[src/rtl/uart_rx.sv]
// uart_rx: 16x-oversampled serial receiver with 3-sample majority voting, optional parity,
// and a first-word-fall-through output FIFO with valid/ready handshake.
module uart_rx #(
    parameter int CLK_HZ     = 108000000,
    parameter int BAUD       = 115200,
    parameter int PARITY     = 0,
    parameter int FIFO_DEPTH = 4
) (
    input  logic       clk,
    input  logic       rst,
    input  logic       rxd,
    output logic [7:0] data,
    output logic       valid,
    input  logic       ready,
    output logic       frame_err,
    output logic       parity_err,
    output logic       overrun,
    output logic       busy
);
    localparam int DIV = (CLK_HZ + BAUD * 8) / (BAUD * 16);
    localparam int DW  = DIV > 1 ? $clog2(DIV) : 1;
    localparam int AW  = $clog2(FIFO_DEPTH);

    typedef enum logic [2:0] {HUNT, IDLE, START, DATA, PAR, STOP} state_t;

    state_t          r_state, w_next;
    logic [DW-1:0]   r_div;
    logic [1:0]      r_sync;
    logic            r_prev, r_s7, r_s8, r_par;
    logic [3:0]      r_cnt;
    logic [2:0]      r_bit;
    logic [7:0]      r_shift;
    logic [AW:0]     r_wp, r_rp;
    logic [7:0]      r_mem [FIFO_DEPTH];
    logic            w_tick, w_rx, w_vote, w_mid, w_end, w_clr, w_par_ok;
    logic            w_push, w_ferr, w_perr, w_full, w_pop, w_wr;

    assign w_tick   = r_div == DW'(DIV - 1);
    assign w_rx     = r_sync[1];
    assign w_vote   = (r_s7 & r_s8) | (r_s7 & w_rx) | (r_s8 & w_rx);
    assign w_mid    = w_tick && r_cnt == 4'd9;
    assign w_end    = w_tick && r_cnt == 4'd15;
    assign w_par_ok = PARITY == 0 ? 1'b1 : ((^r_shift) ^ r_par) == (PARITY == 2);
    // HUNT counts only uninterrupted high ticks; IDLE holds the counter at 0 for the next start edge
    assign w_clr    = r_state == IDLE || w_ferr || (r_state == HUNT && !w_rx);
    assign w_full   = (r_wp[AW] != r_rp[AW]) && (r_wp[AW-1:0] == r_rp[AW-1:0]);
    assign valid    = r_wp != r_rp;
    assign w_pop    = valid && ready;
    assign w_wr     = w_push && (!w_full || w_pop);
    assign data     = valid ? r_mem[r_rp[AW-1:0]] : 8'h00;
    assign busy     = r_state != HUNT && r_state != IDLE;

    always_comb begin
        w_next = r_state;
        w_push = 1'b0;
        w_ferr = 1'b0;
        w_perr = 1'b0;
        case (r_state)
            HUNT:  if (w_end && w_rx) w_next = IDLE;
            IDLE:  if (r_prev && !w_rx) w_next = START;
            START: if (w_mid && w_vote) w_next = IDLE; else if (w_end) w_next = DATA;
            DATA:  if (w_end && r_bit == 3'd7) w_next = PARITY != 0 ? PAR : STOP;
            PAR:   if (w_end) w_next = STOP;
            STOP: if (w_mid) begin
                w_next = w_vote ? IDLE : HUNT;
                w_ferr = !w_vote;
                w_perr = w_vote && !w_par_ok;
                w_push = w_vote && w_par_ok;
            end
            default: w_next = HUNT;
        endcase
    end

    always_ff @(posedge clk) begin
        if (rst) begin
            r_state    <= HUNT;
            r_div      <= '0;
            r_sync     <= 2'b11;
            r_prev     <= 1'b1;
            r_s7       <= 1'b1;
            r_s8       <= 1'b1;
            r_cnt      <= '0;
            r_bit      <= '0;
            r_shift    <= '0;
            r_par      <= 1'b0;
            r_wp       <= '0;
            r_rp       <= '0;
            frame_err  <= 1'b0;
            parity_err <= 1'b0;
            overrun    <= 1'b0;
        end else begin
            r_state    <= w_next;
            r_div      <= w_tick ? '0 : r_div + DW'(1);
            r_sync     <= {r_sync[0], rxd};
            r_prev     <= w_rx;
            r_cnt      <= w_clr ? 4'd0 : w_tick ? r_cnt + 4'd1 : r_cnt;
            r_bit      <= r_state != DATA ? 3'd0 : w_end ? r_bit + 3'd1 : r_bit;
            if (w_tick && r_cnt == 4'd7) r_s7 <= w_rx;
            if (w_tick && r_cnt == 4'd8) r_s8 <= w_rx;
            if (r_state == DATA && w_mid) r_shift <= {w_vote, r_shift[7:1]};
            if (r_state == PAR && w_mid) r_par <= w_vote;
            r_wp       <= r_wp + (AW + 1)'(w_wr);
            r_rp       <= r_rp + (AW + 1)'(w_pop);
            frame_err  <= w_ferr;
            parity_err <= w_perr;
            overrun    <= w_push && w_full && !w_pop;
        end
    end

    always_ff @(posedge clk) begin
        if (!rst && w_wr) r_mem[r_wp[AW-1:0]] <= r_shift;
    end
endmodule

[config.mk]
export PLATFORM = sky130hd
export DESIGN_NAME = uart_rx
export DESIGN_NICKNAME = d
export VERILOG_FILES = /design/src/rtl/uart_rx.sv
export SDC_FILE = /design/constraint.sdc
export NUM_CORES = 1
export LEC_CHECK = 0
export BUFFER_PORTS_ARGS = -buffer_cell sky130_fd_sc_hd__buf_2
export CORE_ASPECT_RATIO = 1.4
export CORE_MARGIN = 2
export CORE_UTILIZATION = 45
export CTS_CLUSTER_DIAMETER = 40
export DETAILED_ROUTE_END_ITERATION = 6
export GPL_TIMING_DRIVEN = 0
export PLACE_DENSITY = 0.63
export SYNTH_ARGS = -nofsm -noshare
export SYNTH_HDL_FRONTEND = slang
export SYNTH_SLANG_ARGS = --single-unit
[constraint.sdc]
create_clock -name clk -period 5.6 [get_ports clk]
set_input_delay 0.56 -clock clk [delete_from_list [all_inputs] [get_ports clk]]
set_output_delay 0.56 -clock clk [all_outputs]
set_load 0.05 [all_outputs]
# Word-level counts from Yosys, hierarchy flattened
# Memories as Yosys holds them, arrays and structs flattened. A register that Yosys moved wholly into a read port is not among the register bits.
# Cells that the tools add are included.
[classes]
n_shift = 0
eq_ne = 22
bitwise = 5
div = 0
n_mux = 17
n_mul = 0
reduce_logical = 31
addsub = 5
n_lt_le_gt_ge = 0
[op_table]
columns = ["cell", "count"]
rows = [
  ["$mux 3", 7],
  ["$pmux 3 s6", 1],
  ["$logic_and 1x1->1", 17],
  ["$eq 4x4->1 const B", 3],
  ["$eq 3x3->1 const B", 3],
  ["$mux 8", 1],
  ["$mux 1", 7],
  ["$add 3x1->3", 2],
  ["$add 6x1->6 const B", 1],
  ["$eq 3x2->1 const B", 2],
  ["$eq 6x6->1 const B", 1],
  ["$ne 2x2->1 const B", 3],
  ["$reduce_and 6->1", 1],
  ["$reduce_or 2->1", 3],
  ["$logic_not 1->1", 5],
  ["$add 4x1->4 const B", 1],
  ["$eq 4x3->1 const B", 1],
  ["$ne 2x1->1 const B", 2],
  ["$add 3x1->3 const B", 1],
  ["$and 1x1->1", 3],
  ["$eq 3x1->1 const B", 1],
  ["$logic_not 3->1", 1],
  ["$logic_or 1x1->1", 3],
  ["$ne 3x1->1 const B", 1],
  ["8 further kinds", 9],
]
[totals]
latchBits = 0
ff_bits = 37
rom_bits = 0
mem_bits_rw = 32
memories = 1
[mem_list]
columns = ["name", "words", "width", "read_ports", "rd_ports_with_merged_regs", "wr", "line", "rtl"]
rows = [
  ["r_mem", 4, 8, 1, 1, 1, "34", "logic [7:0] r_mem [FIFO_DEPTH];"],
]

# Longest topological paths before layout
# Gate-level depths: netlist of run 1.
[logic_depth]
ltp_word = 9
ltp_mapped = 11

# Worst setup path after synthesis of run 1
# OpenSTA, ideal clock, no wires.
[synth_timing]
path_type = "register to register"
startpoint = "register r_cnt[0]"
endpoint = "memory r_mem[3][0], enable pin"
t_required_ns = 5.230
setup_slack_ns = 2.916
path_stages_with_launch = 8
arrival_time_ns = 2.313
cell_sequence = "dfxtp_1 -> ha_1 -> nand4b_1 -> or4b_1 -> or2_0 -> clkbuf_2 -> or4b_1 -> nor2_1"
[synth_via]
elab_chain_len = 8
[synth_lines]
columns = ["item", "line", "rtl"]
rows = [
  ["from (decl)", "30", "logic [3:0] r_cnt;"],
  ["from (signal assigned)", "96", "r_cnt <= w_clr ? 4'd0 : w_tick ? r_cnt + 4'd1 : r_cnt;"],
  ["$eq 4x4->1", "41", "assign w_mid = w_tick && r_cnt == 4'd9;"],
  ["$logic_and 1x1->1", "41", ""],
  ["$mux 1", "64", "STOP: if (w_mid) begin"],
  ["$mux 1", "58", "case (r_state)"],
  ["$logic_and 1x1->1", "49", "assign w_wr = w_push && (!w_full || w_pop);"],
  ["$logic_and 1x1->1", "111", "if (!rst && w_wr) r_mem[r_wp[AW-1:0]] <= r_shift;"],
  ["$mux 1", "111", ""],
  ["$mux 1 (not written as such)", "111", ""],
  ["to (decl)", "34", ""],
]
# No other way between the ends.

# Worst setup path in the final report of run 1
[layout_timing]
startpoint = "register r_cnt[0]"
endpoint = "memory r_mem[1][1], enable pin"
# Same word-level chain as after synthesis.

==> flow_summary_export.csv, run 1 <==
group,metric,value,unit
sta,worstMarginPinSlew,801,ps
power,p_sw_frac,0.208,
clock_network,cts.htree.levels,3,
job,cap_violations,0,
setup_path,crit_chain,"ha_1 > nand4b_1 > or4b_1 > or2_0 > clkbuf_2 > or4b_1 > nor2_1",
sta,fin_crit_sh,0.550,
finish,drive_above_1_share,0.179,
power,p_comb_frac,0.028,
detailed_routing,drc,0,
clock_network,root_buffer,"clkbuf_8",
detailed_routing,drtIter0Drc,127,
logic_synthesis,synth_edf_count,32,
sta,setup_tns,0,ps
detailed_routing,wirelength,4560,microns
sta,holdWs,405,ps
clock_network,clk_latency,340,ps
power,irDropWorstVdd,0.158,mV
setup_path,arrival,3050,ps
grt,grt_start_max_net_pins,13,
logic_synthesis,syn_area,2900,sq um
setup_path,cp-start-kind,"flop",
die,num_rows,34,
die,core_area,6210,sq um
clock_network,post_cts_buffers,0,
placed_design,dp_hpwl,3250,microns
logic_synthesis,synth-seq-cells,69,
die,die_y,99.0,microns
setup_path,required,5570,ps
clock_network,clk_pin_slew,70,ps
power,clkPwrFrac,0.405,
outcome,status,"finished, final reports clean",
die,initial_utilization,0.467,
sta,rsz0062_at_grt,"false",
power,power,0.934,mW
die,die_area,7120,sq um
grt,grt_pass1_wl,7660,microns
logic_synthesis,async_flop_share,0,
setup_path,r2r_cells,7,
setup_path,crit_type,"flop to flop",
sta,fin_crit,3080,ps
clock_network,clockBufferDepth,2,
grt,grt_pass1_vias,1626,
setup_path,cpMostUsedCell,"or4b_1",
finish,area_growth,12.0,%
grt,antenna_found_initial,0,
setup_path,critical_path_peak_fanout,8,
logic_synthesis,yosys_warnings,0,
finish,fin_util,0.523,
power,intPower,0.740,mW
sta,hold_viol,0,
logic_synthesis,synth_cells,232,
power,p_leak,1.29,nW
power,seqPwrFrac,0.567,
die,ioPinCount,17,
sta,finalMaxSlewViolations,0,
die,die_w,71.9,microns
logic_synthesis,syn_nets,247,
logic_synthesis,ys_types,46,
clock_network,ctsResizeCount,0,
setup_path,slowest_stage,"nor2_1",
finish,num_antenna_cells,0,
sta,fin_skew,8.14,ps
power,power.density,287,nW/um^2
sta,finalSetupViolations,0,
placed_design,routabilityCongestion,0.785,
grt,grt.overflow.total,0,
finish,nNetsFinal,273,
setup_path,cpPeakStageDelay,630,ps
logic_synthesis,synth_ff_type,"dfxtp_1",
finish,layout_common_cells,"37 x dfxtp_1, 32 x edfxtp_1, 28 x nor2_1, 16 x buf_2, 15 x nor2b_1",
sta,max_freq,325,MHz
finish,num-fill-cells,542,
sta,slew_headroom,0.464,
clock_network,cts_hold_buf,0,
grt,track_usage,0.145,
logic_synthesis,yosysSeqAreaShare,0.586,
power,p_switching,0.194,mW
detailed_routing,avgViaCountPerCell,5.14,
finish,layout_commonest_cell,"dfxtp_1",
worst_hold_path,worstHoldPathType,"primary input to flop",
setup_path,critPathCaptureType,"flop",
clock_network,cts-buffers-inserted,9,
placed_design,portBuffers,15,
clock_network,cts_tree,"done",
worst_hold_path,worstHoldPathCells,2,
detailed_routing,vias,1721,
logic_synthesis,syn_avg_cell_area,12.5,sq um
detailed_routing,ant_nets,0,
clock_network,clock-sinks,69,
detailed_routing,route.detailed.wl_per_inst,13.6,microns
detailed_routing,dr.pass1.iters,4,
==> metal layers <==
metal | global-route usage | up-vias | share of wire
li1 | - | 886 | -
met1 | 0.157 | 797 | 0.42
met2 | 0.244 | 30 | 0.52
met3 | 0.0429 | 8 | 0.040
met4 | 0.0871 | 0 | 0.021
met5 | 0 | - | 0
==> power groups by stage <==
stage / registers (mW) / clock network [mW] / logic [mW]
final: 0.530 / 0.378 / 0.0265
after global routing: 0.530 / 0.414 / 0.0297
after CTS: 0.529 / 0.394 / 0.0268
after detailed placement: 0.541 / 0 / 0.0267
after global placement: 0.541 / 0 / 0.0262
after floorplan: 0.540 / 0 / 0.0203
==> registers in the layout, indices dropped and copies added (netlist names) <==
name and flops:
r_mem 32, r_shift 8, r_div 6, r_cnt 4
r_bit 3, r_rp 3, r_state 3, r_wp 3
r_sync 2, frame_err 1, overrun 1, r_prev 1
r_s7 1, r_s8 1
==> final cells by class <==
| type | instances | area (sq um) | share of cell area |
|---|---|---|---|
| Clock buffer | 11 | 131 | 0.0404 |
| Clock inverter | 5 | 52.6 | 0.0162 |
| Timing Repair Buffer | 15 | 75.1 | 0.0231 |
| Tap cell | 72 | 90.1 | 0.0277 |
| Buffer | 9 | 47.5 | 0.0146 |
| Sequential cell | 69 | 1700 | 0.523 |
| Multi-Input combinational cell | 146 | 1120 | 0.345 |
| Inverter | 8 | 30.0 | 0.00924 |
==> through the flow <==
step,worst slack (ps),area (sq um),cells
after floorplan,2920,2900,232
after global placement,2500,3070,319
after detailed placement,2480,3070,319
after CTS,2470,3250,335
after global routing,2320,3250,335
final,2520,3250,335
==> Yosys cell counts (all sizes together), types with 3 or more instances <==
cell    count  area share
nand2       7      0.0091
xnor2       7       0.021
mux2i      12       0.041
mux4        8       0.062
a21oi       6       0.010
nor2b      15       0.032
clkbuf      6      0.0082
o21ai       5      0.0086
nor2       28       0.036
edfxtp     32        0.33
dfxtp      37        0.26
nand3b      3      0.0078
xor2        5       0.015
ha         11       0.047
or2         5       0.011
nor3        3      0.0052
nand3       4      0.0069
buf         3      0.0082
nand4b      3      0.0091
inv         8       0.010
==> worst paths after layout <==
kind,startpoint,to,slack (ps)
setup reg to reg,r_cnt[0],r_mem[1][1],2520
setup / recovery,r_cnt[0],r_mem[1][1],2520
hold reg to reg,r_sync[0],r_sync[1],400
hold / removal,rxd,r_sync[0],400
==> worst max-delay path: cells and delay by family, from the launching register on <==
| family | cells | cell delay, ps |
|---|---|---|
| buf+inv | 1 | 140 |
| simple gates | 5 | 1940 |
| fa+ha+maj | 1 | 200 |
| flops | 1 | 420 |
==> logic make-up after synthesis <==
group,synth area share
and+or+nand+nor,0.147
DFF,0.586
muxes,0.107
AOI/OAI and AO/OA,0.0444
buffers and inverters,0.0267
adders and majority gates,0.0509
xor gates and xnor gates,0.0362
other,0.00129
Note: power is estimated with default switching activity, not from simulation.
==> run 2: changes to the inputs <==
- ABC_AREA: not set -> 1
- clock period: 5.6 -> 3 ns (I/O delays scaled with it)
==> run 2 against run 1 <==
Effect of this change:
- clock power rose by 110%
- first-iteration DRC count fell by 20%
- clock skew rose by 1.9 ps
- wire length rose by 19%
- clock-buffer cell count did not move
- sequential power rose by 85%
- largest cell class unchanged
==> flow_summary_export.csv, run 2 <==
group,metric,value,unit
die,num_rows,35,
finish,num-fill-cells,630,
power,irDropWorstVdd,0.376,mV
outcome,status,"finished, final reports clean",
die,die_y,102,microns
detailed_routing,dr.pass1.iters,4,
finish,multi_input_area,1160,sq um
setup_path,cp-start-kind,"flop",
placed_design,dp_hpwl,3870,microns
clock_network,root_buffer,"clkbuf_8",
sta,hold_viol,0,
logic_synthesis,synth_edf_count,32,
finish,final_cells,450,
logic_synthesis,synth.top_cells.by_count,"65 x nor2_1, 42 x nand2_1, 37 x dfxtp_1",
finish,area_growth,13.0,%
grt,grt_pass1_vias,2254,
logic_synthesis,synth-seq-cells,69,
detailed_routing,route.detailed.wl_per_inst,12.1,microns
worst_hold_path,worstHoldPathType,"primary input to flop",
sta,fin_crit,2330,ps
placed_design,routabilityCongestion,0.754,
power,p_switching,0.346,mW
logic_synthesis,synth_largest_area_cell,"edfxtp_1",
setup_path,critical_path_peak_fanout,10,
power,power,1.80,mW
logic_synthesis,yosysSeqAreaShare,0.555,
power,p_leak,1.54,nW
power,p_comb_frac,0.015,
detailed_routing,met3_length,106,microns
detailed_routing,wirelength,5430,microns
sta,finalMaxSlewViolations,0,
logic_synthesis,yosys_warnings,0,
sta,fin_skew,10.0,ps
sta,slew_headroom,0.454,
die,initial_utilization,0.464,
setup_path,crit_type,"flop to output pin",
clock_network,cts_tree,"done",
logic_synthesis,syn_nets,342,
clock_network,cts-buffers-inserted,9,
finish,drive_above_1_share,0.170,
finish,layout_commonest_cell,"nor2_1",
detailed_routing,ant_nets,0,
worst_hold_path,worstHoldPathCells,2,
detailed_routing,met2_length,3010,microns
clock_network,clockBufferDepth,2,
sta,finalSetupViolations,0,
grt,grt_pass1_wl,9470,microns
logic_synthesis,synth_cells,327,
finish,layout_common_cells,"65 x nor2_1, 42 x nand2_1, 37 x dfxtp_1, 34 x inv_1, 32 x edfxtp_1",
detailed_routing,avgViaCountPerCell,4.84,
sta,max_freq,429,MHz
logic_synthesis,syn_area,3070,sq um
clock_network,ctsResizeCount,0,
logic_synthesis,ys_types,33,
sta,setup_tns,0,ps
logic_synthesis,synth_ff_type,"dfxtp_1",
grt,track_usage,0.168,
sta,rsz0062_at_grt,"false",
clock_network,clk_latency,330,ps
power,intPower,1.45,mW
logic_synthesis,syn_avg_cell_area,9.38,sq um
clock_network,clk_pin_slew,70,ps
sta,worstMarginPinSlew,816,ps
setup_path,arrival,2030,ps
die,core_area,6610,sq um
grt,grt_start_max_net_pins,13,
job,cap_violations,0,
sta,fin_crit_sh,0.777,
power,seqPwrFrac,0.547,
placed_design,portBuffers,15,
die,die_area,7500,sq um
die,ioPinCount,17,
power,clkPwrFrac,0.439,
setup_path,critPathCaptureType,"output pin",
power,power.density,519,nW/um^2
detailed_routing,vias,2180,
detailed_routing,wl_met1,2200,microns
logic_synthesis,synthTopCellsByArea,"edfxtp_1 31%, dfxtp_1 24%, nor2_1 8.0%, nand2_1 5.1%, ha_1 4.5%",
detailed_routing,dr.max_layer_used,"met4",
power,p_sw_frac,0.192,
die,die_w,73.8,microns
clock_network,cts_hold_buf,0,
logic_synthesis,async_flop_share,0,
logic_synthesis,yosysMostFrequentCell,"nor2_1",
grt,grt.overflow.total,0,
detailed_routing,drtIter0Drc,102,
clock_network,cts.htree.levels,3,
finish,nNetsFinal,368,
clock_network,post_cts_buffers,0,
detailed_routing,drc,0,
setup_path,r2r_cells,9,
clock_network,clock-sinks,69,
finish,largest_reg_flops,32,
placed_design,placed_cells,434,
logic_synthesis,netlist.area_leader.share,0.313,
finish,seqCellArea,1700,sq um
grt,antenna_found_initial,0,
finish,num_antenna_cells,0,
setup_path,required,2700,ps
## run 2: changes by cell type in the layout (fill, tap and decap cells not counted), sizes merged, moves of 3 or more
| cell | before | now |
|---|---|---|
| inv | 8 | 41 |
| o21ai | 5 | 20 |
| nand3 | 4 | 14 |
| or2 | 5 | 2 |
| nand4b | 3 | 0 |
| nor2 | 28 | 71 |
| o32ai | 0 | 8 |
| mux2i | 12 | 0 |
| nand2 | 7 | 47 |
| nor2b | 15 | 0 |
| mux4 | 8 | 0 |
| a21oi | 6 | 12 |
## run 2: logic make-up after synthesis
| group | share of synthesized area |
|---|---|
| compound gates | 0.0775 |
| xor+xnor | 0.0257 |
| fa+ha+maj | 0.0449 |
| buf+inv | 0.0661 |
| flops | 0.555 |
| other cells | 0.00122 |
| simple gates | 0.230 |
## run 2: routing by layer
metal | global-route usage | up-vias
met4 | 0.0797 | 0
met2 | 0.330 | 26
met3 | 0.0239 | 10
met1 | 0.166 | 1019
met5 | 0 | -
li1 | - | 1125
## run 2: final cells by class
type	count	area share
buffer	9	0.0141
tap	92	0.0332
inverter	41	0.0444
clock inverter	5	0.0220
timing repair buffer	15	0.0217
clock buffer	11	0.0379
sequential	69	0.491
multi-input combinational	208	0.336
## run 2: path summary, 6_finish.rpt
path	slack (ps)	from	to
max	670	r_rp[0]	data[5]
min	150	rxd	r_sync[0]
max reg2reg	680	r_cnt[0]	r_mem[3][3]
min reg2reg	420	r_sync[0]	r_sync[1]
## run 2: metrics by stage
step                      hold slack (ps)  worst slack, ps   util  cell area, sq um
after floorplan                       389              921      -              3070
after global placement                393              666  0.493              3260
after detailed placement              401              621  0.493              3260
after CTS                             133              609  0.524              3470
after global routing                  144              396  0.524              3470
final                                 150              669  0.524              3470
## run 2: power by group through the flow
| stage | Sequential (mW) | Combinational [mW] | Clock, mW |
|---|---|---|---|
| after global placement | 1.00 | 0.0265 | 0 |
| after CTS | 0.983 | 0.0271 | 0.809 |
| after global routing | 0.983 | 0.0312 | 0.852 |
| after floorplan | 1.00 | 0.0193 | 0 |
| final | 0.983 | 0.0265 | 0.789 |
| after detailed placement | 1.00 | 0.0269 | 0 |
## run 2: critical path, stage by stage, from the launching register on
cell and delay [ps]:
dfxtp_1 340, buf_2 230, clkbuf_1 380, nor2_1 100, o32ai_1 270, nand2_1 80
inv_1 60, buf_2 250
==> run 3: changes to the inputs <==
- PLACE_DENSITY: 0.63 -> 0.65
- clock period: 3 -> 2.05 ns (I/O delays scaled with it)
==> run 3 against run 2 <==
Effect of this change:
- setup slack lost 550 ps
- clock skew grew 2.4 ps
- critical endpoint is now r_mem[3][5]
- global-route usage shrank 0.40 points
- sequential cell count is the same
- clock power grew 39%
- hold slack lost 120 ps
- wire length grew 2.5%
- non-clock buffer count grew 1
- combinational power grew 51%
- utilization grew 1.9 points
- register-to-register slack lost 560 ps
==> flow_summary_export.csv, run 3 (synthesis results as in run 2) <==
group,metric,value,unit
detailed_routing,vias,2194,
setup_path,critical_path_peak_fanout,8,
worst_hold_path,worstHoldPathCells,2,
die,core_area,6610,sq um
setup_path,rrSetupSlack,120,ps
power,irDropWorstVdd,0.480,mV
setup_path,cp-start-kind,"flop",
placed_design,routabilityCongestion,0.756,
clock_network,clk_pin_slew,70,ps
sta,finalMaxSlewViolations,0,
placed_design,dp_hpwl,3830,microns
sta,fin_crit_sh,0.941,
sta,fin_skew,12.4,ps
grt,grt.overflow.total,0,
sta,finalSetupViolations,0,
finish,area_growth,17.2,%
finish,fin_area,3590,sq um
placed_design,portBuffers,15,
detailed_routing,wirelength,5560,microns
finish,drive_above_1_share,0.217,
power,p_leak,1.57,nW
detailed_routing,drc,0,
finish,nNetsFinal,369,
die,num_rows,35,
die,die_w,73.8,microns
grt,grt_start_max_net_pins,14,
clock_network,cts.htree.levels,3,
clock_network,clockBufferDepth,2,
setup_path,timing.rr.end,"r_mem[3][5]",
grt,grt_pass1_vias,2018,
setup_path,r2r_start,"r_cnt[0]",
clock_network,clk_latency,350,ps
worst_hold_path,worstHoldPathType,"primary input to flop",
worst_hold_path,worstHoldStart,"rxd",
sta,hold_viol,0,
clock_network,cts-buffers-inserted,9,
setup_path,arrival,1960,ps
die,ioPinCount,17,
die,die_y,102,microns
clock_network,cts_tree,"done",
sta,max_freq,519,MHz
setup_path,required,2080,ps
sta,fin_crit,1930,ps
power,power,2.57,mW
setup_path,critPathCaptureType,"flop",
finish,layout_common_cells,"61 x nor2_1, 40 x nand2_1, 37 x dfxtp_1, 33 x inv_1, 32 x edfxtp_1",
outcome,status,"finished, final reports clean",
detailed_routing,drtIter0Drc,46,
job,cap_violations,0,
finish,num-fill-cells,609,
detailed_routing,route.detailed.wl_per_inst,12.3,microns
die,initial_utilization,0.464,
finish,multi_input_area,1250,sq um
clock_network,clock-sinks,69,
placed_design,dpl_cell_area,3260,sq um
worst_hold_path,holdPathEnd,"r_sync[0]",
setup_path,crit_type,"flop to flop",
die,die_area,7500,sq um
detailed_routing,dr.pass1.iters,4,
detailed_routing,avgViaCountPerCell,4.86,
finish,largest_reg_flops,32,
grt,grt_pass1_wl,9110,microns
detailed_routing,ant_nets,0,
setup_path,r2r_cells,9,
finish,num_antenna_cells,0,
finish,layout_commonest_cell,"nor2_1",
power,power.density,716,nW/um^2
grt,antenna_found_initial,0,
clock_network,cts_hold_buf,0,
clock_network,root_buffer,"clkbuf_8",
finish,seqCellArea,1700,sq um
grt,track_usage,0.164,
==> run 3: cell count changes in the layout (fill, tap and decap cells not counted), moves of 2 or more <==
cell        before  now
xnor2_2          0    3
nor3_4           0    2
clkinvlp_4       1    4
nor3_2           2    0
buf_2           18   11
nor2_4           4    8
xnor2_1          5    2
clkbuf_1         6    2
buf_4            1    6
clkbuf_4         0    3
nor2_1          65   61
nand2_1         42   40
==> run 3: layer usage <==
| layer | vias up | GRT usage | share of wire | wire length, microns |
|---|---|---|---|---|
| met5 | - | 0 | 0 | 0 |
| met4 | 0 | 0.0671 | 0.023 | 126 |
| met3 | 11 | 0.0468 | 0.026 | 145 |
| met2 | 26 | 0.300 | 0.53 | 2950 |
| met1 | 1028 | 0.172 | 0.42 | 2340 |
| li1 | 1129 | - | - | - |
==> run 3: cell type report <==
type	instances	share of cell area
clock buffers	9	0.0345
multi-input cells	208	0.348
clock inverters	7	0.0205
well taps	92	0.0320
repair buffers	16	0.0292
plain buffers	9	0.0188
inverters	41	0.0435
flip-flops and latches	69	0.473
==> run 3: power breakdown <==
| group | internal [mW] | leakage (nW) | switching [mW] |
|---|---|---|---|
| Combinational | 0.0126 | 0.811 | 0.0274 |
| Clock | 0.562 | 0.0879 | 0.533 |
| Sequential | 1.43 | 0.672 | 0.00526 |
==> run 3: worst max path at each step <==
stage              from  slack [ps]           to
2_1_floorplan  r_cnt[0]         120  r_mem[2][0]
3_3_place_gp   r_div[0]        -250  r_mem[1][5]
3_5_place_dp   r_div[0]        -290  r_mem[0][5]
4_1_cts        r_div[0]         -70  r_mem[1][7]
5_1_grt        r_cnt[0]         -30  r_mem[3][7]
6_report       r_cnt[0]         120  r_mem[3][5]
==> run 3: repair_timing <==
item / in CTS / in global routing
pin swaps: 0 / 4
endpoints found under the hold margin: 0 / 0
setup buffers: 0 / 1
gates resized for setup: 14 / 20
gates cloned: 0 / 0
endpoints found under the setup margin: 40 / 42
==> run 3: worst max-delay path, cell delays in order, from the launching register on <==
cell	delay (ps)
dfxtp_1	400
ha_1	160
inv_1	40
nor2_2	170
nand2_4	90
inv_2	60
nand3_2	100
nor3_4	180
nand2_2	120
nor2_4	280
==> run 3: per-stage QoR <==
step / hold WS, ps / utilization / setup WS, ps / cells / TNS, ps
final: 34.5 / 0.544 / 122 / 451 / 0
after global routing: 30.3 / 0.544 / -29.3 / 451 / -309
after CTS: 23.2 / 0.529 / -68.0 / 450 / -954
after detailed placement: 392 / 0.493 / -287 / 434 / -8110
after global placement: 386 / 0.493 / -253 / 434 / -7530
after floorplan: 309 / - / 120 / 327 / 0
